--- src/rtl/imem_loader_if.sv ---
// Byte-stream and instruction-memory write signals of the program loader.
// The loader side (master) owns the memory write bus and the stream ready.
interface imem_loader_if #(
  parameter int ADDR_WIDTH = 8
) ();
  logic [7:0]            byte_in;
  logic                  byte_valid;
  logic                  byte_ready;
  logic                  mem_we;
  logic [ADDR_WIDTH-1:0] mem_addr;
  logic [31:0]           mem_wdata;

  modport master (
    input  byte_in, byte_valid,
    output byte_ready, mem_we, mem_addr, mem_wdata
  );

  modport slave (
    output byte_in, byte_valid,
    input  byte_ready, mem_we, mem_addr, mem_wdata
  );
endinterface

--- src/rtl/imem_loader.sv ---
// Length-prefixed byte-stream loader that fills instruction memory and holds the core in reset.
// Optional illegal-opcode abort: define IMEM_LOADER_OPCODE_CHECK_EN.
module imem_loader #(
  parameter int ADDR_WIDTH = 8
) (
  input  logic                clk,
  input  logic                reset,
  input  logic                start,
  imem_loader_if.master       bus,
  output logic                cpu_hold,
  output logic                done,
  output logic                error,
  output logic [ADDR_WIDTH:0] words_loaded
);
  typedef enum logic [2:0] {IDLE, LEN0, LEN1, DATA, WRITE, DONE, ERROR} state_t;

  localparam logic [16:0] CAPACITY = 17'(1) << ADDR_WIDTH;

  state_t                state_reg, state_next;
  logic [15:0]           n_reg;
  logic [1:0]            byte_idx_reg;
  logic [23:0]           asm_reg;
  logic [ADDR_WIDTH-1:0] addr_reg;
  logic [31:0]           wdata_reg;
  logic [ADDR_WIDTH:0]   count_reg;
  logic [ADDR_WIDTH:0]   count_inc;
  logic [15:0]           len_full;
  logic                  xfer;
  logic                  word_ok;
  logic                  restart;

  assign xfer      = bus.byte_valid && bus.byte_ready;
  assign len_full  = {bus.byte_in, n_reg[7:0]};
  assign count_inc = count_reg + (ADDR_WIDTH+1)'(1);
  assign restart   = start && (state_reg == DONE || state_reg == ERROR);

`ifdef IMEM_LOADER_OPCODE_CHECK_EN
  // Only opcodes the control decoder understands may reach memory.
  assign word_ok = (wdata_reg[31:26] == 6'h00) || (wdata_reg[31:26] == 6'h08) ||
                   (wdata_reg[31:26] == 6'h0D);
`else
  assign word_ok = 1'b1;
`endif

  always_ff @(posedge clk or negedge reset) begin
    if (!reset) begin
      state_reg <= IDLE;
    end else begin
      state_reg <= state_next;
    end
  end

  always_comb begin
    state_next = state_reg;
    case (state_reg)
      IDLE:  if (start) state_next = LEN0;
      LEN0:  if (xfer) state_next = LEN1;
      LEN1: begin
        if (xfer) begin
          if (len_full == 16'd0)                  state_next = DONE;
          else if ({1'b0, len_full} > CAPACITY)   state_next = ERROR;
          else                                    state_next = DATA;
        end
      end
      DATA:  if (xfer && byte_idx_reg == 2'd3) state_next = WRITE;
      WRITE: begin
        if (!word_ok)                           state_next = ERROR;
        else if (17'(count_inc) == {1'b0, n_reg}) state_next = DONE;
        else                                    state_next = DATA;
      end
      DONE, ERROR: if (start) state_next = LEN0;
      default: state_next = IDLE;
    endcase
  end

  // Every status output is a pure decode of the state register.
  always_comb begin
    bus.byte_ready = 1'b0;
    bus.mem_we     = 1'b0;
    done           = 1'b0;
    error          = 1'b0;
    cpu_hold       = 1'b1;
    case (state_reg)
      LEN0, LEN1, DATA: bus.byte_ready = 1'b1;
      WRITE:            bus.mem_we = word_ok;
      DONE: begin
        done     = 1'b1;
        cpu_hold = 1'b0;
      end
      ERROR:            error = 1'b1;
      default: ;
    endcase
  end

  always_ff @(posedge clk or negedge reset) begin
    if (!reset) begin
      n_reg        <= '0;
      byte_idx_reg <= '0;
      asm_reg      <= '0;
      addr_reg     <= '0;
      wdata_reg    <= '0;
      count_reg    <= '0;
    end else begin
      if (state_reg == IDLE || restart) begin
        count_reg <= '0;
      end
      if (xfer) begin
        case (state_reg)
          LEN0: n_reg[7:0] <= bus.byte_in;
          LEN1: begin
            n_reg[15:8]  <= bus.byte_in;
            byte_idx_reg <= '0;
          end
          DATA: begin
            byte_idx_reg <= byte_idx_reg + 2'd1;
            case (byte_idx_reg)
              2'd0: asm_reg[7:0]   <= bus.byte_in;
              2'd1: asm_reg[15:8]  <= bus.byte_in;
              2'd2: asm_reg[23:16] <= bus.byte_in;
              default: begin
                // Publish the finished word only now so the bus holds steady between writes.
                wdata_reg <= {bus.byte_in, asm_reg};
                addr_reg  <= count_reg[ADDR_WIDTH-1:0];
              end
            endcase
          end
          default: ;
        endcase
      end
      if (state_reg == WRITE && word_ok) begin
        count_reg <= count_inc;
      end
    end
  end

  assign bus.mem_addr  = addr_reg;
  assign bus.mem_wdata = wdata_reg;
  assign words_loaded  = count_reg;
endmodule

--- src/flat_wrapper.sv ---
// flat-port wrapper written by rule: the top's interface ports become plain ports
module imem_loader_flat 
#(
  parameter int ADDR_WIDTH = 8
)
  (clk, reset, start, cpu_hold, done, error, words_loaded, bus_byte_in, bus_byte_valid, bus_byte_ready, bus_mem_we, bus_mem_addr, bus_mem_wdata);
  imem_loader_if #(.ADDR_WIDTH(ADDR_WIDTH)) bus_i ();
  input  logic clk;
  input  logic reset;
  input  logic start;
  output logic cpu_hold;
  output logic done;
  output logic error;
  output logic [ADDR_WIDTH:0] words_loaded;
  input wire logic [$bits(bus_i.byte_in)-1:0] bus_byte_in;
  input wire logic [$bits(bus_i.byte_valid)-1:0] bus_byte_valid;
  output wire logic [$bits(bus_i.byte_ready)-1:0] bus_byte_ready;
  output wire logic [$bits(bus_i.mem_we)-1:0] bus_mem_we;
  output wire logic [$bits(bus_i.mem_addr)-1:0] bus_mem_addr;
  output wire logic [$bits(bus_i.mem_wdata)-1:0] bus_mem_wdata;
  assign bus_i.byte_in = bus_byte_in;
  assign bus_i.byte_valid = bus_byte_valid;
  assign bus_byte_ready = bus_i.byte_ready;
  assign bus_mem_we = bus_i.mem_we;
  assign bus_mem_addr = bus_i.mem_addr;
  assign bus_mem_wdata = bus_i.mem_wdata;
  imem_loader #(.ADDR_WIDTH(ADDR_WIDTH)) u_core (.clk(clk), .reset(reset), .start(start), .bus(bus_i), .cpu_hold(cpu_hold), .done(done), .error(error), .words_loaded(words_loaded));
endmodule
--- config.mk ---
export PLATFORM = sky130hd
export DESIGN_NAME = imem_loader_flat
export DESIGN_NICKNAME = d
export VERILOG_FILES = /design/src/rtl/imem_loader_if.sv /design/src/rtl/imem_loader.sv /design/src/flat_wrapper.sv
export SDC_FILE = /design/constraint.sdc
export NUM_CORES = 1
export LEC_CHECK = 0
export CAP_MARGIN = 20
export CORE_MARGIN = 2
export CORE_UTILIZATION = 55
export DETAILED_ROUTE_END_ITERATION = 8
export GPL_TIMING_DRIVEN = 0
export PLACE_DENSITY = 0.93
export RECOVER_POWER = 50
export SYNTH_ARGS = -nofsm -noshare
export SYNTH_HDL_FRONTEND = slang
export SYNTH_SLANG_ARGS = --single-unit
export TNS_END_PERCENT = 1
--- constraint.sdc ---
create_clock -name clk -period 3.1 [get_ports clk]
set_input_delay 0.93 -clock clk [delete_from_list [all_inputs] [get_ports clk]]
set_output_delay 0.93 -clock clk [all_outputs]
set_load 0.01 [all_outputs]
==> results of run 1 <==
logic make-up after synthesis:
| kind of cell | count (synthesis) | share of synthesized area (%) |
|---|---|---|
| adders and majority gates | 5 | 1.51 |
| and+or+nand+nor | 71 | 8.52 |
| muxes | 83 | 22.5 |
| buffers and inverters | 20 | 2.63 |
| DFF | 94 | 56.8 |
| AOI/OAI and AO/OA | 36 | 5.53 |
| xor gates and xnor gates | 12 | 2.54 |
power breakdown:
group | total (mW) | internal (mW) | switching [mW]
Combinational | 1.14 | 0.628 | 0.510
Sequential | 1.84 | 1.58 | 0.266
Clock | 0.812 | 0.416 | 0.396
placed cells by master (no fill, tap or decap), types with 3 or more instances in the layout:
cell,n
sky130_fd_sc_hd__nand4_1,5
sky130_fd_sc_hd__nor3_1,3
sky130_fd_sc_hd__ha_1,5
sky130_fd_sc_hd__a21oi_1,5
sky130_fd_sc_hd__mux2_2,80
sky130_fd_sc_hd__xor2_1,6
sky130_fd_sc_hd__xnor2_1,6
sky130_fd_sc_hd__nand3_1,8
sky130_fd_sc_hd__clkbuf_8,12
sky130_fd_sc_hd__nor2_1,12
sky130_fd_sc_hd__o21ai_0,16
sky130_fd_sc_hd__nand2_1,25
sky130_fd_sc_hd__clkdlybuf4s50_1,53
sky130_fd_sc_hd__clkbuf_1,5
sky130_fd_sc_hd__nor4_1,5
sky130_fd_sc_hd__o31ai_1,4
sky130_fd_sc_hd__mux2i_1,3
sky130_fd_sc_hd__buf_2,7
sky130_fd_sc_hd__dlygate4sd3_1,10
sky130_fd_sc_hd__inv_1,6
sky130_fd_sc_hd__dfrtp_1,94
sky130_fd_sc_hd__and3_1,3
final timing paths:
kind,startpoint,endpoint,slack [ns],cells after the start
worst max-delay path,u_core.state_reg[1]$_DFFE_PN0P_,bus_mem_we,0.28,4
worst min-delay path,u_core.bus.mem_addr[7]$_DFFE_PN0P_,u_core.bus.mem_addr[7]$_DFFE_PN0P_,0.50,1
worst max register to register,u_core.words_loaded[0]$_DFFE_PN0P_,u_core.state_reg[1]$_DFFE_PN0P_,0.84,7
worst min register to register,u_core.bus.mem_addr[7]$_DFFE_PN0P_,u_core.bus.mem_addr[7]$_DFFE_PN0P_,0.50,1
max in group asynchronous,reset,u_core.state_reg[0]$_DFFE_PN0P_,0.78,2
min in group asynchronous,reset,u_core.bus.mem_addr[2]$_DFFE_PN0P_,0.71,1
stage by stage:
step	area (µm²)	cells	setup slack, ns	util, %
finish	5100	500	0.283	70.3
global route	5100	500	0.133	70.3
CTS	5130	501	0.163	70.8
detailed placement	4930	485	0.304	68.0
global placement	4910	484	-2.14	67.6
floorplan	4140	321	1.11	-
cell usage after synthesis, types with 4 or more instances:
cell type                 number  area, µm²
sky130_fd_sc_hd__nand3_1       8       40.0
sky130_fd_sc_hd__dfrtp_1      94       2350
sky130_fd_sc_hd__xor2_1        6       52.6
sky130_fd_sc_hd__a21oi_1       5       25.0
sky130_fd_sc_hd__xnor2_1       6       52.6
sky130_fd_sc_hd__nand2_1      25       93.8
sky130_fd_sc_hd__buf_2         7       35.0
sky130_fd_sc_hd__ha_1          5       62.6
sky130_fd_sc_hd__nand4_1       5       31.3
sky130_fd_sc_hd__o31ai_1       4       30.0
sky130_fd_sc_hd__o21ai_0      16       80.1
sky130_fd_sc_hd__nor4_1        5       31.3
sky130_fd_sc_hd__nor2_1       11       41.3
sky130_fd_sc_hd__inv_1         6       22.5
sky130_fd_sc_hd__mux2_2       80        901
worst register-to-register path, cell delays in order, from the launching register on:
cell and delay (ns):
sky130_fd_sc_hd__dfrtp_1 0.48, sky130_fd_sc_hd__ha_1 0.30, sky130_fd_sc_hd__and4_4 0.29, sky130_fd_sc_hd__a41o_1 0.21, sky130_fd_sc_hd__nand4_1 0.11, sky130_fd_sc_hd__a2111oi_2 0.46
sky130_fd_sc_hd__nand4_1 0.13, sky130_fd_sc_hd__and3_1 0.17
cell type report:
cell class              instances  area, µm²  share of cell area, %
repair buffers                 65        642                   12.6
flip-flops and latches         94       2350                   46.1
clock inverters                 3       42.5                  0.834
multi-input cells             207       1680                   32.9
plain buffers                  12       78.8                   1.54
clock buffers                  13        159                   3.11
well taps                      99        124                   2.43
inverters                       7       26.3                  0.515
routing by layer:
metal	share of wire, %	global-route usage (%)	routed length [µm]	vias to the layer above
met5	0	0	0	-
met1	42	27.1	3570	1427
met4	1.7	7.32	150	0
met2	52	38.4	4440	77
met3	5.0	6.93	431	16
li1	-	-	-	1307
what timing repair did:
| action | in CTS | in global routing |
|---|---|---|
| resized for setup | 0 | 0 |
| setup endpoints to repair | 0 | 1 |
| buffers inserted | 0 | 0 |
| hold endpoints to repair | 0 | 0 |
==> run_summary.xml, run 1 <==
<?xml version="1.0" encoding="UTF-8"?>
<metrics>
  <group name="final_layout">
    <metric name="syn2layout_area_growth" unit="%">23.2</metric>
    <metric name="largest_reg_flops" unit="">32</metric>
    <metric name="number_of_nets_in_the_layout" unit="">413</metric>
    <metric name="num_antenna_cells" unit="">0</metric>
    <metric name="fillCellCount" unit="">496</metric>
    <metric name="drive_gt1_share" unit="%">27.2</metric>
  </group>
  <group name="synthesis">
    <metric name="yosys_warnings" unit="">0</metric>
    <metric name="synth_cell_type_count" unit="">40</metric>
    <metric name="synthFlopType" unit="">sky130_fd_sc_hd__dfrtp_1</metric>
    <metric name="average_footprint_of_a_synthesized_cell" unit="µm²">12.9</metric>
    <metric name="post_synth_instance_area" unit="µm²">4140</metric>
    <metric name="synth_nets" unit="">338</metric>
    <metric name="post_synth_inst_count" unit="">321</metric>
    <metric name="postSynthRegisterBits" unit="">94</metric>
    <metric name="synth-edff-count" unit="">0</metric>
    <metric name="synth_seq_area_share" unit="%">56.8</metric>
    <metric name="async_reset_ff_share" unit="%">100</metric>
  </group>
  <group name="power">
    <metric name="pwr_density_cell" unit="nW/µm²">743</metric>
    <metric name="max-vdd-ir-drop" unit="V">0.000449</metric>
    <metric name="static-leakage-power" unit="nW">2.39</metric>
    <metric name="totalPowerFinal" unit="mW">3.79</metric>
  </group>
  <group name="drt">
    <metric name="post-route-drc-count" unit="">0</metric>
    <metric name="route.final.wire_length" unit="µm">8590</metric>
    <metric name="total_iterations_of_the_first_detailed_routing_run" unit="">4</metric>
    <metric name="viasPerCell" unit="">5.65</metric>
    <metric name="dr.first_iter.drc_count" unit="">168</metric>
    <metric name="antenna_left" unit="">0</metric>
    <metric name="post_drt_wl_per_cell" unit="µm">17.2</metric>
    <metric name="num_vias" unit="">2827</metric>
  </group>
  <group name="sta">
    <metric name="finalSetupViolations" unit="">0</metric>
    <metric name="rsz0062_at_grt" unit="">no</metric>
    <metric name="worstMarginPinSlew" unit="ns">0.989</metric>
    <metric name="final-max-slew-violation-count" unit="">0</metric>
    <metric name="fmax" unit="MHz">355</metric>
    <metric name="finalHoldViolations" unit="">0</metric>
    <metric name="setup_tns" unit="ns">0</metric>
    <metric name="timing.clock.skew" unit="ns">0.0116</metric>
    <metric name="finalHoldWorstSlack" unit="ns">0.503</metric>
    <metric name="post_layout_min_period" unit="ns">2.82</metric>
    <metric name="headroom_to_the_max_slew_limit" unit="%">34.1</metric>
    <metric name="layout_worst_path_cycle_share" unit="%">90.9</metric>
  </group>
  <group name="cts">
    <metric name="clk_pin_slew_worst_paths" unit="ns">0.08</metric>
    <metric name="hold_buffers" unit="">0</metric>
    <metric name="cts_tree" unit="">built</metric>
    <metric name="htree_num_levels" unit="">3</metric>
    <metric name="root_buffer" unit="">sky130_fd_sc_hd__clkbuf_8</metric>
    <metric name="clock_path_buffers" unit="">2</metric>
    <metric name="cts_buffers" unit="">9</metric>
    <metric name="clk_latency" unit="ns">0.36</metric>
    <metric name="cts_num_sinks" unit="">94</metric>
  </group>
  <group name="floorplanning">
    <metric name="io-pin-count" unit="">66</metric>
    <metric name="die_w" unit="µm">90.8</metric>
    <metric name="core.rowCount" unit="">31</metric>
    <metric name="floorplan.die_area" unit="µm²">8240</metric>
    <metric name="initial_utilization" unit="%">57.1</metric>
    <metric name="floorplan.die.height" unit="µm">90.8</metric>
    <metric name="coreArea" unit="µm²">7250</metric>
  </group>
  <group name="global_routing">
    <metric name="grt.overflow.total" unit="">0</metric>
    <metric name="grt_use_total" unit="%">22.4</metric>
    <metric name="grt_pass1_wl" unit="µm">14500</metric>
    <metric name="grt_antenna_before_repair" unit="">0</metric>
    <metric name="first_global_vias" unit="">2970</metric>
    <metric name="pin_count_of_the_biggest_net_entering_global_routing" unit="">76</metric>
  </group>
  <group name="setup_path">
    <metric name="critical_path.startpoint_type" unit="">flip-flop</metric>
    <metric name="critical_path.endpoint_type" unit="">primary output</metric>
    <metric name="path_buf_inv" unit="">3</metric>
    <metric name="critical-path-top-delay-family" unit="">buffers and inverters</metric>
    <metric name="timing.critical_path.slowest_stage_cell" unit="">sky130_fd_sc_hd__clkdlybuf4s50_1</metric>
    <metric name="critPathRequiredTime" unit="ns">2.17</metric>
    <metric name="worstPathArrival" unit="ns">1.89</metric>
    <metric name="crit_path_max_incr_delay" unit="ns">0.58</metric>
    <metric name="maximum_fanout_encountered_on_the_critical_timing_path" unit="">7</metric>
    <metric name="worstPathCellList" unit="">inv_2 -&gt; nand3_1 -&gt; inv_1 -&gt; clkdlybuf4s50_1</metric>
    <metric name="timing_worst_setup_path_type" unit="">reg2out</metric>
  </group>
  <group name="place">
    <metric name="buffer_ports.inserted" unit="">64</metric>
    <metric name="final_estimated_routing_congestion_in_global_placement" unit="">0.830</metric>
    <metric name="post-dp-hpwl" unit="µm">5810</metric>
  </group>
  <group name="run">
    <metric name="drv_cap" unit="">0</metric>
  </group>
  <group name="hold_path">
    <metric name="holdCritPathClass" unit="">reg2reg</metric>
  </group>
  <group name="run_status">
    <metric name="status" unit="">completed</metric>
  </group>
</metrics>
No activity file was read; power rests on OpenSTA's default activity.
==> inputs of run 2 (changes only) <==
CORE_MARGIN = 1.5   (was 2)
==> run_summary.xml, run 2 (synthesized netlist as in run 1, its figures left out) <==
<?xml version="1.0" encoding="UTF-8"?>
<metrics>
  <group name="sta">
    <metric name="timing.final.ws_setup" unit="ns">0.162</metric>
    <metric name="rsz0062_at_grt" unit="">no</metric>
    <metric name="worstMarginPinSlew" unit="ns">1.17</metric>
    <metric name="post_layout_min_period" unit="ns">2.94</metric>
    <metric name="fmax" unit="MHz">340</metric>
    <metric name="final-max-slew-violation-count" unit="">0</metric>
    <metric name="finalHoldWorstSlack" unit="ns">0.507</metric>
    <metric name="layout_worst_path_cycle_share" unit="%">94.8</metric>
    <metric name="timing.clock.skew" unit="ns">0.0102</metric>
    <metric name="headroom_to_the_max_slew_limit" unit="%">21.8</metric>
    <metric name="finalHoldViolations" unit="">0</metric>
    <metric name="finalSetupViolations" unit="">0</metric>
  </group>
  <group name="cts">
    <metric name="cts_num_sinks" unit="">94</metric>
    <metric name="root_buffer" unit="">sky130_fd_sc_hd__clkbuf_8</metric>
    <metric name="hold_buffers" unit="">0</metric>
    <metric name="clk_latency" unit="ns">0.37</metric>
    <metric name="htree_num_levels" unit="">3</metric>
    <metric name="cts_buffers" unit="">9</metric>
    <metric name="clock_path_buffers" unit="">2</metric>
    <metric name="clk_pin_slew_worst_paths" unit="ns">0.10</metric>
    <metric name="postCtsResizedCells" unit="">0</metric>
    <metric name="cts_tree" unit="">built</metric>
    <metric name="post_cts_buffers" unit="">0</metric>
  </group>
  <group name="power">
    <metric name="power.share.combinational" unit="%">30.7</metric>
    <metric name="max-vdd-ir-drop" unit="V">0.000402</metric>
    <metric name="totalPowerFinal" unit="mW">3.73</metric>
    <metric name="switching_share" unit="%">32.9</metric>
    <metric name="pwr_density_cell" unit="nW/µm²">734</metric>
    <metric name="share_clk_of_total_power" unit="%">20.0</metric>
    <metric name="internal_power" unit="mW">2.51</metric>
    <metric name="static-leakage-power" unit="nW">2.39</metric>
    <metric name="power_switching" unit="mW">1.23</metric>
    <metric name="sequentialPowerShare" unit="%">49.2</metric>
  </group>
  <group name="drt">
    <metric name="post_drt_wl_per_cell" unit="µm">16.9</metric>
    <metric name="viasPerCell" unit="">5.58</metric>
    <metric name="num_vias" unit="">2795</metric>
    <metric name="dr.first_iter.drc_count" unit="">169</metric>
    <metric name="antenna_left" unit="">0</metric>
    <metric name="total_iterations_of_the_first_detailed_routing_run" unit="">4</metric>
    <metric name="route.final.wire_length" unit="µm">8450</metric>
    <metric name="post-route-drc-count" unit="">0</metric>
  </group>
  <group name="floorplanning">
    <metric name="core.rowCount" unit="">31</metric>
    <metric name="io-pin-count" unit="">66</metric>
    <metric name="floorplan.die.height" unit="µm">89.8</metric>
    <metric name="initial_utilization" unit="%">57.1</metric>
    <metric name="coreArea" unit="µm²">7250</metric>
    <metric name="floorplan.die_area" unit="µm²">8060</metric>
    <metric name="die_w" unit="µm">89.8</metric>
  </group>
  <group name="global_routing">
    <metric name="grt_use_total" unit="%">23.2</metric>
    <metric name="first_global_vias" unit="">2990</metric>
    <metric name="pin_count_of_the_biggest_net_entering_global_routing" unit="">50</metric>
    <metric name="grt_antenna_before_repair" unit="">0</metric>
    <metric name="grt_pass1_wl" unit="µm">14600</metric>
    <metric name="grt.overflow.total" unit="">0</metric>
  </group>
  <group name="place">
    <metric name="buffer_ports.inserted" unit="">64</metric>
    <metric name="post-dp-hpwl" unit="µm">5990</metric>
    <metric name="final_estimated_routing_congestion_in_global_placement" unit="">0.890</metric>
    <metric name="preCtsSetupSlack" unit="ns">0.344</metric>
  </group>
  <group name="setup_path">
    <metric name="reg2reg_to" unit="">u_core.state_reg[1]$_DFFE_PN0P_</metric>
    <metric name="critical-path-top-delay-family" unit="">buffers and inverters</metric>
    <metric name="critPathRequiredTime" unit="ns">2.17</metric>
    <metric name="timing_worst_setup_path_type" unit="">reg2out</metric>
    <metric name="worstReg2RegStart" unit="">u_core.words_loaded[0]$_DFFE_PN0P_</metric>
    <metric name="timing.critical_path.slowest_stage_cell" unit="">sky130_fd_sc_hd__clkdlybuf4s50_1</metric>
    <metric name="timing.reg2reg.setup_slack" unit="ns">0.85</metric>
    <metric name="worstPathCellList" unit="">clkbuf_1 -&gt; nand3_1 -&gt; inv_1 -&gt; clkdlybuf4s50_1</metric>
    <metric name="r2r_cells" unit="">7</metric>
    <metric name="worstPathArrival" unit="ns">2.01</metric>
    <metric name="maximum_fanout_encountered_on_the_critical_timing_path" unit="">10</metric>
    <metric name="critical_path.endpoint_type" unit="">primary output</metric>
    <metric name="crit_path_max_incr_delay" unit="ns">0.58</metric>
    <metric name="critical_path.startpoint_type" unit="">flip-flop</metric>
    <metric name="path_buf_inv" unit="">3</metric>
  </group>
  <group name="final_layout">
    <metric name="syn2layout_area_growth" unit="%">22.8</metric>
    <metric name="num_antenna_cells" unit="">0</metric>
    <metric name="layout_commonest_cell" unit="">sky130_fd_sc_hd__dfrtp_1</metric>
    <metric name="mostFrequentLayoutCells" unit="">94 x sky130_fd_sc_hd__dfrtp_1, 80 x sky130_fd_sc_hd__mux2_2, 53 x sky130_fd_sc_hd__clkdlybuf4s50_1</metric>
    <metric name="drive_gt1_share" unit="%">27.9</metric>
    <metric name="largest_reg_flops" unit="">32</metric>
    <metric name="number_of_nets_in_the_layout" unit="">414</metric>
  </group>
  <group name="hold_path">
    <metric name="worst_hold_path.num_cells" unit="">1</metric>
    <metric name="timing.hold.worst.start" unit="">u_core.asm_reg[21]$_DFFE_PN0P_</metric>
    <metric name="holdCritPathClass" unit="">reg2reg</metric>
    <metric name="min_delay_worst_endpoint" unit="">u_core.bus.mem_wdata[21]$_DFFE_PN0P_</metric>
  </group>
  <group name="run_status">
    <metric name="status" unit="">completed</metric>
  </group>
  <group name="run">
    <metric name="drv_cap" unit="">0</metric>
  </group>
</metrics>
## run 2: changes by cell type in the layout (fill, tap and decap cells not counted), moves of 2 or more
| cell | before | now |
|---|---|---|
| sky130_fd_sc_hd__clkbuf_2 | 0 | 2 |
| sky130_fd_sc_hd__clkinv_4 | 0 | 3 |
| sky130_fd_sc_hd__clkbuf_1 | 5 | 3 |
| sky130_fd_sc_hd__clkbuf_8 | 12 | 10 |
## run 2: layout make-up
class | instances | area [µm²]
plain buffers | 13 | 82.6
clock buffers | 9 | 124
clock inverters | 7 | 58.8
fillers | 506 | 2170
inverters | 7 | 26.3
multi-input cells | 207 | 1680
flip-flops and latches | 94 | 2350
well taps | 99 | 124
repair buffers | 65 | 641
## run 2: worst register-to-register path, cell delays in order (launching register included)
cell,delay [ns]
sky130_fd_sc_hd__dfrtp_1,0.51
sky130_fd_sc_hd__ha_1,0.32
sky130_fd_sc_hd__and4_4,0.29
sky130_fd_sc_hd__a41o_1,0.19
sky130_fd_sc_hd__nand4_1,0.11
sky130_fd_sc_hd__a2111oi_2,0.44
sky130_fd_sc_hd__nand4_1,0.13
sky130_fd_sc_hd__and3_1,0.17
## run 2: layer usage
metal | track usage, % | vias up | part of all wire, %
li1 | - | 1305 | -
met5 | 0 | - | 0
met2 | 39.6 | 71 | 53
met3 | 5.92 | 19 | 4.6
met4 | 9.66 | 0 | 2.2
met1 | 28.0 | 1400 | 41
## run 2: worst max-delay path by stage
stage / cells past startpoint / to / from
after detailed placement: 6 / u_core.state_reg[0]$_DFFE_PN0P_ / bus_byte_in[4]
after floorplan: 7 / u_core.state_reg[1]$_DFFE_PN0P_ / u_core.words_loaded[0]$_DFFE_PN0P_
final: 4 / bus_mem_we / u_core.state_reg[2]$_DFFE_PN0P_
after global placement: 1 / u_core.bus.mem_wdata[21]$_DFFE_PN0P_ / reset
after global routing: 4 / bus_mem_we / u_core.state_reg[2]$_DFFE_PN0P_
after CTS: 4 / bus_mem_we / u_core.state_reg[2]$_DFFE_PN0P_
## run 2: power by group through the flow
stage | Combinational [mW] | Sequential, mW | Clock [mW]
detailed placement | 1.16 | 1.86 | 0
floorplan | 0.732 | 1.81 | 0
CTS | 1.17 | 1.84 | 0.767
global route | 1.26 | 1.89 | 0.817
finish | 1.15 | 1.84 | 0.747
global placement | 1.09 | 1.82 | 0
## run 2: stage by stage
stage | utilization [%] | TNS (ns) | cell area, µm² | std cells
floorplan | - | 0 | 4140 | 321
global placement | 67.6 | -196.80 | 4910 | 484
detailed placement | 68.0 | 0 | 4930 | 485
CTS | 70.5 | 0 | 5110 | 501
global route | 70.1 | 0 | 5090 | 501
finish | 70.1 | 0 | 5090 | 501
==> inputs of run 3 (changes only) <==
clock period = 3.5 ns   (was 3.1 ns; I/O delays follow)
==> run_summary.xml, run 3 (synthesized netlist as in run 1, its figures left out) <==
<?xml version="1.0" encoding="UTF-8"?>
<metrics>
  <group name="global_routing">
    <metric name="grt.overflow.total" unit="">0</metric>
    <metric name="first_global_vias" unit="">2990</metric>
    <metric name="grt_pass1_wl" unit="µm">14600</metric>
    <metric name="grt_use_total" unit="%">23.2</metric>
    <metric name="grt_antenna_before_repair" unit="">0</metric>
    <metric name="pin_count_of_the_biggest_net_entering_global_routing" unit="">50</metric>
  </group>
  <group name="final_layout">
    <metric name="syn2layout_area_growth" unit="%">22.9</metric>
    <metric name="fillCellCount" unit="">505</metric>
    <metric name="largest_reg_flops" unit="">32</metric>
    <metric name="mostFrequentLayoutCells" unit="">94 x sky130_fd_sc_hd__dfrtp_1, 80 x sky130_fd_sc_hd__mux2_2, 53 x sky130_fd_sc_hd__clkdlybuf4s50_1</metric>
    <metric name="layout.area.seq" unit="µm²">2350</metric>
    <metric name="layout_commonest_cell" unit="">sky130_fd_sc_hd__dfrtp_1</metric>
    <metric name="drive_gt1_share" unit="%">27.9</metric>
    <metric name="multi_input_area" unit="µm²">1680</metric>
    <metric name="num_antenna_cells" unit="">0</metric>
    <metric name="number_of_nets_in_the_layout" unit="">414</metric>
  </group>
  <group name="drt">
    <metric name="post-route-drc-count" unit="">0</metric>
    <metric name="route.final.wire_length" unit="µm">8460</metric>
    <metric name="post_drt_wl_per_cell" unit="µm">16.9</metric>
    <metric name="viasPerCell" unit="">5.58</metric>
    <metric name="num_vias" unit="">2795</metric>
    <metric name="antenna_left" unit="">0</metric>
    <metric name="dr.first_iter.drc_count" unit="">169</metric>
    <metric name="total_iterations_of_the_first_detailed_routing_run" unit="">4</metric>
  </group>
  <group name="floorplanning">
    <metric name="floorplan.die.height" unit="µm">89.8</metric>
    <metric name="floorplan.die_area" unit="µm²">8060</metric>
    <metric name="io-pin-count" unit="">66</metric>
    <metric name="die_w" unit="µm">89.8</metric>
    <metric name="initial_utilization" unit="%">57.1</metric>
    <metric name="coreArea" unit="µm²">7250</metric>
    <metric name="core.rowCount" unit="">31</metric>
  </group>
  <group name="sta">
    <metric name="post_layout_min_period" unit="ns">3.06</metric>
    <metric name="finalHoldViolations" unit="">0</metric>
    <metric name="final-max-slew-violation-count" unit="">0</metric>
    <metric name="timing.clock.skew" unit="ns">0.0102</metric>
    <metric name="timing.final.ws_setup" unit="ns">0.442</metric>
    <metric name="fmax" unit="MHz">327</metric>
    <metric name="headroom_to_the_max_slew_limit" unit="%">21.9</metric>
    <metric name="worstMarginPinSlew" unit="ns">1.17</metric>
    <metric name="finalSetupViolations" unit="">0</metric>
    <metric name="setup_tns" unit="ns">0</metric>
    <metric name="layout_worst_path_cycle_share" unit="%">87.4</metric>
    <metric name="finalHoldWorstSlack" unit="ns">0.507</metric>
    <metric name="rsz0062_at_grt" unit="">no</metric>
  </group>
  <group name="cts">
    <metric name="cts_buffers" unit="">9</metric>
    <metric name="htree_num_levels" unit="">3</metric>
    <metric name="root_buffer" unit="">sky130_fd_sc_hd__clkbuf_8</metric>
    <metric name="post_cts_buffers" unit="">0</metric>
    <metric name="hold_buffers" unit="">0</metric>
    <metric name="cts_tree" unit="">built</metric>
    <metric name="postCtsResizedCells" unit="">0</metric>
    <metric name="cts_num_sinks" unit="">94</metric>
    <metric name="clk_latency" unit="ns">0.37</metric>
    <metric name="clk_pin_slew_worst_paths" unit="ns">0.10</metric>
    <metric name="clock_path_buffers" unit="">2</metric>
  </group>
  <group name="setup_path">
    <metric name="timing.reg2reg.setup_slack" unit="ns">1.25</metric>
    <metric name="critical_path.startpoint_type" unit="">flip-flop</metric>
    <metric name="worstPathArrival" unit="ns">2.01</metric>
    <metric name="maximum_fanout_encountered_on_the_critical_timing_path" unit="">10</metric>
    <metric name="timing_worst_setup_path_type" unit="">reg2out</metric>
    <metric name="critPathRequiredTime" unit="ns">2.45</metric>
    <metric name="critical_path.endpoint_type" unit="">primary output</metric>
  </group>
  <group name="power">
    <metric name="max-vdd-ir-drop" unit="V">0.000356</metric>
    <metric name="totalPowerFinal" unit="mW">3.31</metric>
    <metric name="pwr_density_cell" unit="nW/µm²">650</metric>
    <metric name="static-leakage-power" unit="nW">2.39</metric>
  </group>
  <group name="place">
    <metric name="final_estimated_routing_congestion_in_global_placement" unit="">0.890</metric>
    <metric name="post-dp-hpwl" unit="µm">5990</metric>
    <metric name="preCtsSetupSlack" unit="ns">0.624</metric>
    <metric name="buffer_ports.inserted" unit="">64</metric>
  </group>
  <group name="hold_path">
    <metric name="holdCritPathClass" unit="">reg2reg</metric>
  </group>
  <group name="run_status">
    <metric name="status" unit="">completed</metric>
  </group>
  <group name="run">
    <metric name="drv_cap" unit="">0</metric>
  </group>
</metrics>
[run 3: cell types whose count changed in the layout (fill, tap and decap cells not counted)]
| cell | change |
|---|---|
| sky130_fd_sc_hd__clkbuf_2 | -1 |
| sky130_fd_sc_hd__buf_4 | +1 |
[run 3: per-layer routing]
metal	GRT usage (%)	share of wire, %	vias to the layer above
met1	28.0	41	1400
met3	5.92	4.6	19
met2	39.6	53	71
met4	9.66	2.2	0
met5	0	0	-
li1	-	-	1305
[run 3: worst paths after layout]
| kind | cells after the start | start | endpoint |
|---|---|---|---|
| max | 4 | u_core.state_reg[2]$_DFFE_PN0P_ | bus_mem_we |
| min | 1 | u_core.asm_reg[21]$_DFFE_PN0P_ | u_core.bus.mem_wdata[21]$_DFFE_PN0P_ |
| max reg2reg | 7 | u_core.words_loaded[0]$_DFFE_PN0P_ | u_core.state_reg[1]$_DFFE_PN0P_ |
| min reg2reg | 1 | u_core.asm_reg[21]$_DFFE_PN0P_ | u_core.bus.mem_wdata[21]$_DFFE_PN0P_ |
| max in group asynchronous | 2 | reset | u_core.asm_reg[22]$_DFFE_PN0P_ |
| min in group asynchronous | 1 | reset | u_core.bus.mem_wdata[6]$_DFFE_PN0P_ |
[run 3: final cells by class]
type | count | share of cell area (%)
clock inverter | 7 | 1.16
inverter | 7 | 0.516
multi-input combinational | 207 | 33.0
clock buffer | 9 | 2.43
sequential | 94 | 46.2
timing repair buffer | 65 | 12.6
buffer | 13 | 1.62
tap | 99 | 2.43
[run 3: power breakdown]
part	leakage (nW)	internal, mW	total [mW]	switching [mW]
Clock	0.0917	0.268	0.662	0.394
Combinational	1.05	0.558	1.02	0.459
Sequential	1.24	1.40	1.63	0.234
[run 3: through the flow]
| step | cell area, µm² | cells | utilization (%) |
|---|---|---|---|
| 2_1_floorplan | 4140 | 321 | - |
| 3_3_place_gp | 4910 | 484 | 67.6 |
| 3_5_place_dp | 4930 | 485 | 68.0 |
| 4_1_cts | 5110 | 501 | 70.5 |
| 5_1_grt | 5090 | 501 | 70.2 |
| 6_report | 5090 | 501 | 70.2 |
[run 3: critical path: stages (launching register included)]
cell                              delay [ns]
sky130_fd_sc_hd__dfrtp_1                0.36
sky130_fd_sc_hd__clkbuf_1               0.30
sky130_fd_sc_hd__nand3_1                0.19
sky130_fd_sc_hd__inv_1                  0.21
sky130_fd_sc_hd__clkdlybuf4s50_1        0.58
==> variant 1, RTL diff (flow settings as in run 2) <==
The 7 states of `state_t` get a Gray code encoding in 3 bits.
--- a/src/rtl/imem_loader.sv
+++ b/src/rtl/imem_loader.sv
@@ -12,7 +12,7 @@
   output logic                error,
   output logic [ADDR_WIDTH:0] words_loaded
 );
-  typedef enum logic [2:0] {IDLE, LEN0, LEN1, DATA, WRITE, DONE, ERROR} state_t;
+  typedef enum logic [2:0] {IDLE = 3'b000, LEN0 = 3'b001, LEN1 = 3'b011, DATA = 3'b010, WRITE = 3'b110, DONE = 3'b111, ERROR = 3'b101} state_t;
 
   localparam logic [16:0] CAPACITY = 17'(1) << ADDR_WIDTH;
 
Check against the original RTL: same outputs for any inputs over 10 cycles, from zero or initial values and one cycle with reset low; not proved beyond that.
==> variant 1 against run 2 <==
Non-clock buffer count is 2 higher; critical path depth increased by 1; total power decreased by 4.0%; worst setup slack gained 0.020 ns; critical endpoint unchanged; synthesized cell count shrank 1.9%; design area rose by 0.59%; sequential cell count unchanged; combinational power shrank 8%; synthesized area fell by 0.15%; routed wire length increased by 4.0%.
==> variant 1: results (changes against run 2) <==
Run status
  – Status: complete, no violations

STA
  – Max_slew headroom: 19.63% (-2.2 points)
  – Setup Skew: 0.01218 ns (+0.002020 ns)

Yosys
  – Synth cell types: 42 (+5.0%)
  – Async S/R FF share, synth: 100.0% (unchanged)
  – Ranking of synthesized cells by area: dfrtp_1, mux2_1, mux2_2
  – Sequential area share after synthesis: 56.88% (+0.086 points)
  – Syn_nets: 332 (-1.8%)
  – Most frequent cell after synthesis: dfrtp_1
  – Synth top cells by count: dfrtp_1, mux2_1, mux2_2
  – Synthesis Warnings: 0 (unchanged)
  – Ys flop type: dfrtp_1

Power
  – Final Total Pwr: 0.003587 W (-4.0%)
  – Leak: 2.426 nW (+1.5%)
  – Worst VDD drop: 407.6 uV (+1.4%)

Clock tree
  – Resized cells post-CTS: 0 (unchanged)
  – Clock Latency Late Sink: 0.35 ns (-0.02 ns)
  – Root Buffer Master: clkbuf_8
  – Postcts setup bufs: 0 (unchanged)
  – CTS Buffer Depth: 2 (unchanged)
  – Num CTS Buffers: 9 (unchanged)
  – H-Tree Depth: 3 (unchanged)
  – Reg clk slew, reported paths: 0.10 ns (about the same)

Route
  – Vias per std cell: 5.581 (about the same)
  – Wire length on met2: 4.447 mm (+0.18%)
  – Drt first pass iters: 4 (unchanged)
  – Wirelength per Cell: 17.73 um (+5.1%)
  – Met1 WL: 3.835 mm (+11%)
  – Met3 wire len: 322 um (-17%)
  – Uppermost routed layer: met4
  – DR iter-0 viols: 218 (+29%)

Global routing
  – Gr usage total: 23.45% (+0.27 points)
  – Antenna violations before repair: 0 (unchanged)
  – Vias in the first global route: 2984 (-0.20%)
  – Global-route wire length before repair: 14.75 mm (+0.81%)
  – Largest net degree at the start of global routing: 51 (+2.0%)

Layout
  – Commonest non-fill, non-tap cell in the layout: dfrtp_1
  – # diodes: 0 (unchanged)
  – Largest register FFs: 32 (unchanged)
  – Nets: 409 (-1.2%)
  – Share of post-route cells with drive strength above 1: 18.64% (-9.2 points)
  – Layout fillers: 484 (-4.3%)

Placed design
  – DP Area: 4935 um^2 (about the same)
  – Hpwl dp: 6.070 mm (+1.3%)
  – Port-buffer cells: 65 (+1.6%)
  – RePlAce Congestion: 0.7802 (-12%)

Setup path
  – WP data arrival: 1.99 ns (-0.02 ns)
  – Largest delay share family, worst path: buffers and inverters
  – Max incr delay on CP: 0.57 ns
  – Critical path peak fanout: 10 (unchanged)
  – Slowest cell on the critical path: clkdlybuf4s50_1

Min path
  – Min-delay worst type: register to register
-- variant 1: cell families after synthesis --
logic type,count (synthesis),synth area share (%)
compound gates,36,5.386
xor+xnor,14,2.965
fa+ha+maj,5,1.513
buf+inv,23,3.389
flops,94,56.88
mux,81,22.03
simple gates,62,7.837
-- variant 1: path summary, 6_finish.rpt --
check / endpoint / from / depth (start not counted) / slack, ns
max in group asynchronous: u_core.words_loaded[4] / reset / 2 / 0.58
setup reg to reg: u_core.words_loaded[2] / u_core.state_reg[1] / 5 / 1.14
hold / removal: u_core.bus.mem_wdata[16] / u_core.asm_reg[16] / 1 / 0.49
min in group asynchronous: u_core.bus.mem_wdata[15] / reset / 1 / 0.76
hold reg to reg: u_core.bus.mem_wdata[16] / u_core.asm_reg[16] / 1 / 0.49
setup / recovery: bus_mem_we / u_core.state_reg[1] / 5 / 0.18
-- variant 1: power by group --
group | switching, W | internal [W]
clock network | 0.000447 | 0.000411
logic | 0.000519 | 0.000537
registers | 0.000190 | 0.00148
-- variant 1: area by class of cell --
cell class,instances,area share (%)
clock inverters,6,1.467
inverters,9,0.6603
clock buffers,10,2.690
plain buffers,14,2.054
repair buffers,66,12.72
well taps,99,2.421
multi-input cells,198,32.01
flip-flops and latches,94,45.98
-- variant 1: metrics by stage --
step / worst slack (ns) / hold WS, ns / setup TNS (ns) / instances / utilization (%)
6_report: 0.1817 / 0.4939 / 0 / 496 / 70.54
5_1_grt: 0.08507 / 0.5046 / 0 / 496 / 70.54
4_1_cts: 0.1850 / 0.4956 / 0 / 496 / 70.97
3_5_place_dp: 0.3468 / 0.4717 / 0 / 480 / 68.04
3_3_place_gp: -2.135 / 0.4605 / -200.06 / 479 / 67.69
2_1_floorplan: 1.195 / 0.4522 / 0 / 315 / -
-- variant 1: per-layer routing --
metal / global-route usage, % / up-vias
met5: 0 / -
met4: 11.24 / 0
met3: 4.569 / 15
met2: 38.55 / 70
met1: 29.99 / 1417
li1: - / 1266
-- variant 1: worst reg2reg max path, cell delays in order (launching register included) --
cell and delay, ns:
dfrtp_1 0.40, buf_4 0.17, xnor2_1 0.12, o21ai_0 0.81, o21ai_0 0.24, o31ai_1 0.12
==> variant 2, RTL diff (settings of run 2) <==
Without the edit above. `ADDR_WIDTH` is set to 8 in 3 places; all go to 6.
--- a/src/rtl/imem_loader_if.sv
+++ b/src/rtl/imem_loader_if.sv
@@ -1,7 +1,7 @@
 // Byte-stream and instruction-memory write signals of the program loader.
 // The loader side (master) owns the memory write bus and the stream ready.
 interface imem_loader_if #(
-  parameter int ADDR_WIDTH = 8
+  parameter int ADDR_WIDTH = 6
 ) ();
   logic [7:0]            byte_in;
   logic                  byte_valid;
--- a/src/rtl/imem_loader.sv
+++ b/src/rtl/imem_loader.sv
@@ -1,7 +1,7 @@
 // Length-prefixed byte-stream loader that fills instruction memory and holds the core in reset.
 // Optional illegal-opcode abort: define IMEM_LOADER_OPCODE_CHECK_EN.
 module imem_loader #(
-  parameter int ADDR_WIDTH = 8
+  parameter int ADDR_WIDTH = 6
 ) (
   input  logic                clk,
   input  logic                reset,
--- a/src/flat_wrapper.sv
+++ b/src/flat_wrapper.sv
@@ -1,7 +1,7 @@
 // flat-port wrapper written by rule: the top's interface ports become plain ports
 module imem_loader_flat 
 #(
-  parameter int ADDR_WIDTH = 8
+  parameter int ADDR_WIDTH = 6
 )
   (clk, reset, start, cpu_hold, done, error, words_loaded, bus_byte_in, bus_byte_valid, bus_byte_ready, bus_mem_we, bus_mem_addr, bus_mem_wdata);
   imem_loader_if #(.ADDR_WIDTH(ADDR_WIDTH)) bus_i ();
Interface: changed (resized bus_mem_addr and words_loaded); port bits go from 66 to 62. No check against the original RTL was run, so the function may have changed too.
==> variant 2 against run 2 <==
The run now ends with max-capacitance violations, max-slew violations left; synthesized cell count shrank 2.8%; die area shrank 3.4%; combinational power grew 33%; first-iteration DRC count grew 30%; sequential cell count shrank 4; worst setup slack lost 0.035 ns; routed wire length grew 1.6%; synthesized area shrank 3.6%; clock power grew 18%; sequential share of layout area shrank 0.84 points; total power grew 15%; via count shrank 1.6%; design area shrank 2.5%.
==> variant 2: results (changes against run 2) <==
Yosys
  – Sequential area share after synthesis: 56.39% (-0.41 points)
  – Synth cell types: 41 (+2.5%)
  – Syn_nets: 329 (-2.7%)
  – Synth Area in XOR/XNOR: 2.600% (+0.062 points)
  – Post-Synth Adder-Cell Area: 1.566% (+0.056 points)
  – Synth Area in Compound Gates: 6.548% (+1.0 points)
  – Ranking of synthesized cells by area: dfrtp_1, mux2_2, a21oi_1
  – Synth top cells by count: dfrtp_1, mux2_2, nand2_1

Layout
  – Share of post-route cells with drive strength above 1: 27.06% (-0.80 points)
  – Nets: 401 (-3.1%)
  – Post-route insts no fill: 484 (-3.4%)
  – Layout fillers: 483 (-4.5%)

Route
  – Total Wirelength: 8.587 mm (+1.6%)
  – Drt first pass iters: 5 (+1)
  – DR iter-0 viols: 219 (+30%)

Setup path
  – WP data arrival: 2.04 ns (+0.03 ns)
  – Max incr delay on CP: 0.54 ns (-0.04 ns)
  – Reg-to-reg setup timing slack: 0.92 ns (+0.07 ns)
  – Worst R2R Path Depth: 8 (+1)
  – Capturing point of the worst reg2reg path: u_core.bus.mem_addr[1]

Placed design
  – Pre-CTS setup slack: 0.1685 ns (-0.1752 ns)
  – DP Area: 4750 um^2 (-3.7%)
  – Hpwl dp: 5.870 mm (-2.0%)
  – RePlAce Congestion: 0.9037 (+1.6%)
  – Post-Place Cells: 470 (-3.1%)
  – Port-buffer cells: 61 (-4.7%)

STA
  – PnR worst setup slack: 0.1263 ns (-0.03525 ns)
  – Fin. max-slew vios: 32 (+32)
  – Worst hold slack: 0.5039 ns (-0.003169 ns)
  – Max_slew headroom: -17.14% (-39 points)
  – Setup Skew: 0.01634 ns (+0.006180 ns)

Global routing
  – Largest net degree at the start of global routing: 60 (+20%)
  – Vias in the first global route: 2703 (-9.6%)
  – Global-route wire length before repair: 13.86 mm (-5.3%)

Job
  – Max_cap viols: 1 (+1)

Min path
  – Worst Min Path Start: u_core.bus.mem_wdata[21]

Run status
  – Failing checks: max-capacitance violations, max-slew violations
  – Status: finished, violations left

Power
  – Leak: 2.247 nW (-6.0%)
-- variant 2: cell types whose count changed after synthesis, sizes merged, moves of 3 or more --
cell,change
dfrtp,-4
nor3,+4
mux2i,-3
nand2,-6
o21ai,-11
a21oi,+10
clkbuf,+3
-- variant 2: worst max-delay path by stage --
stage / from / to / depth (start not counted)
after floorplan: bus_byte_valid / u_core.bus.mem_addr[1] / 7
final: u_core.state_reg[1] / bus_byte_ready / 4
after global routing: u_core.state_reg[1] / bus_mem_we / 5
after detailed placement: bus_byte_valid / u_core.bus.mem_addr[1] / 8
after CTS: u_core.state_reg[0] / error / 4
after global placement: reset / u_core.words_loaded[2] / 1
-- variant 2: cell type report --
class	instances	area (um^2)	share of cell area (%)
Buffer	14	76.32	1.539
Clock buffer	10	137.6	2.775
Clock inverter	5	85.08	1.715
Inverter	8	30.03	0.6054
Multi-Input combinational cell	199	1627	32.80
Sequential cell	90	2252	45.41
Tap cell	96	120.1	2.422
Timing Repair Buffer	62	631.9	12.74
-- variant 2: critical path, delay by kind of cell (launching register included) --
family,cells,cell delay (ns)
buf+inv,2,0.98
flops,1,0.42
simple gates,2,0.29
-- variant 2: power by group --
group	internal, W	switching, W
clock	0.000477	0.000405
combinational	0.000835	0.000699
sequential	0.00161	0.000281
-- variant 2: routing by layer --
metal / track usage (%) / up-vias / part of all wire, % / wire, um
li1: - / 1260 / - / -
met1: 33.88 / 1379 / 44 / 3797
met2: 38.03 / 98 / 49 / 4248
met3: 3.451 / 12 / 4.6 / 398
met4: 9.801 / 0 / 1.7 / 143
met5: 0 / - / 0 / 0
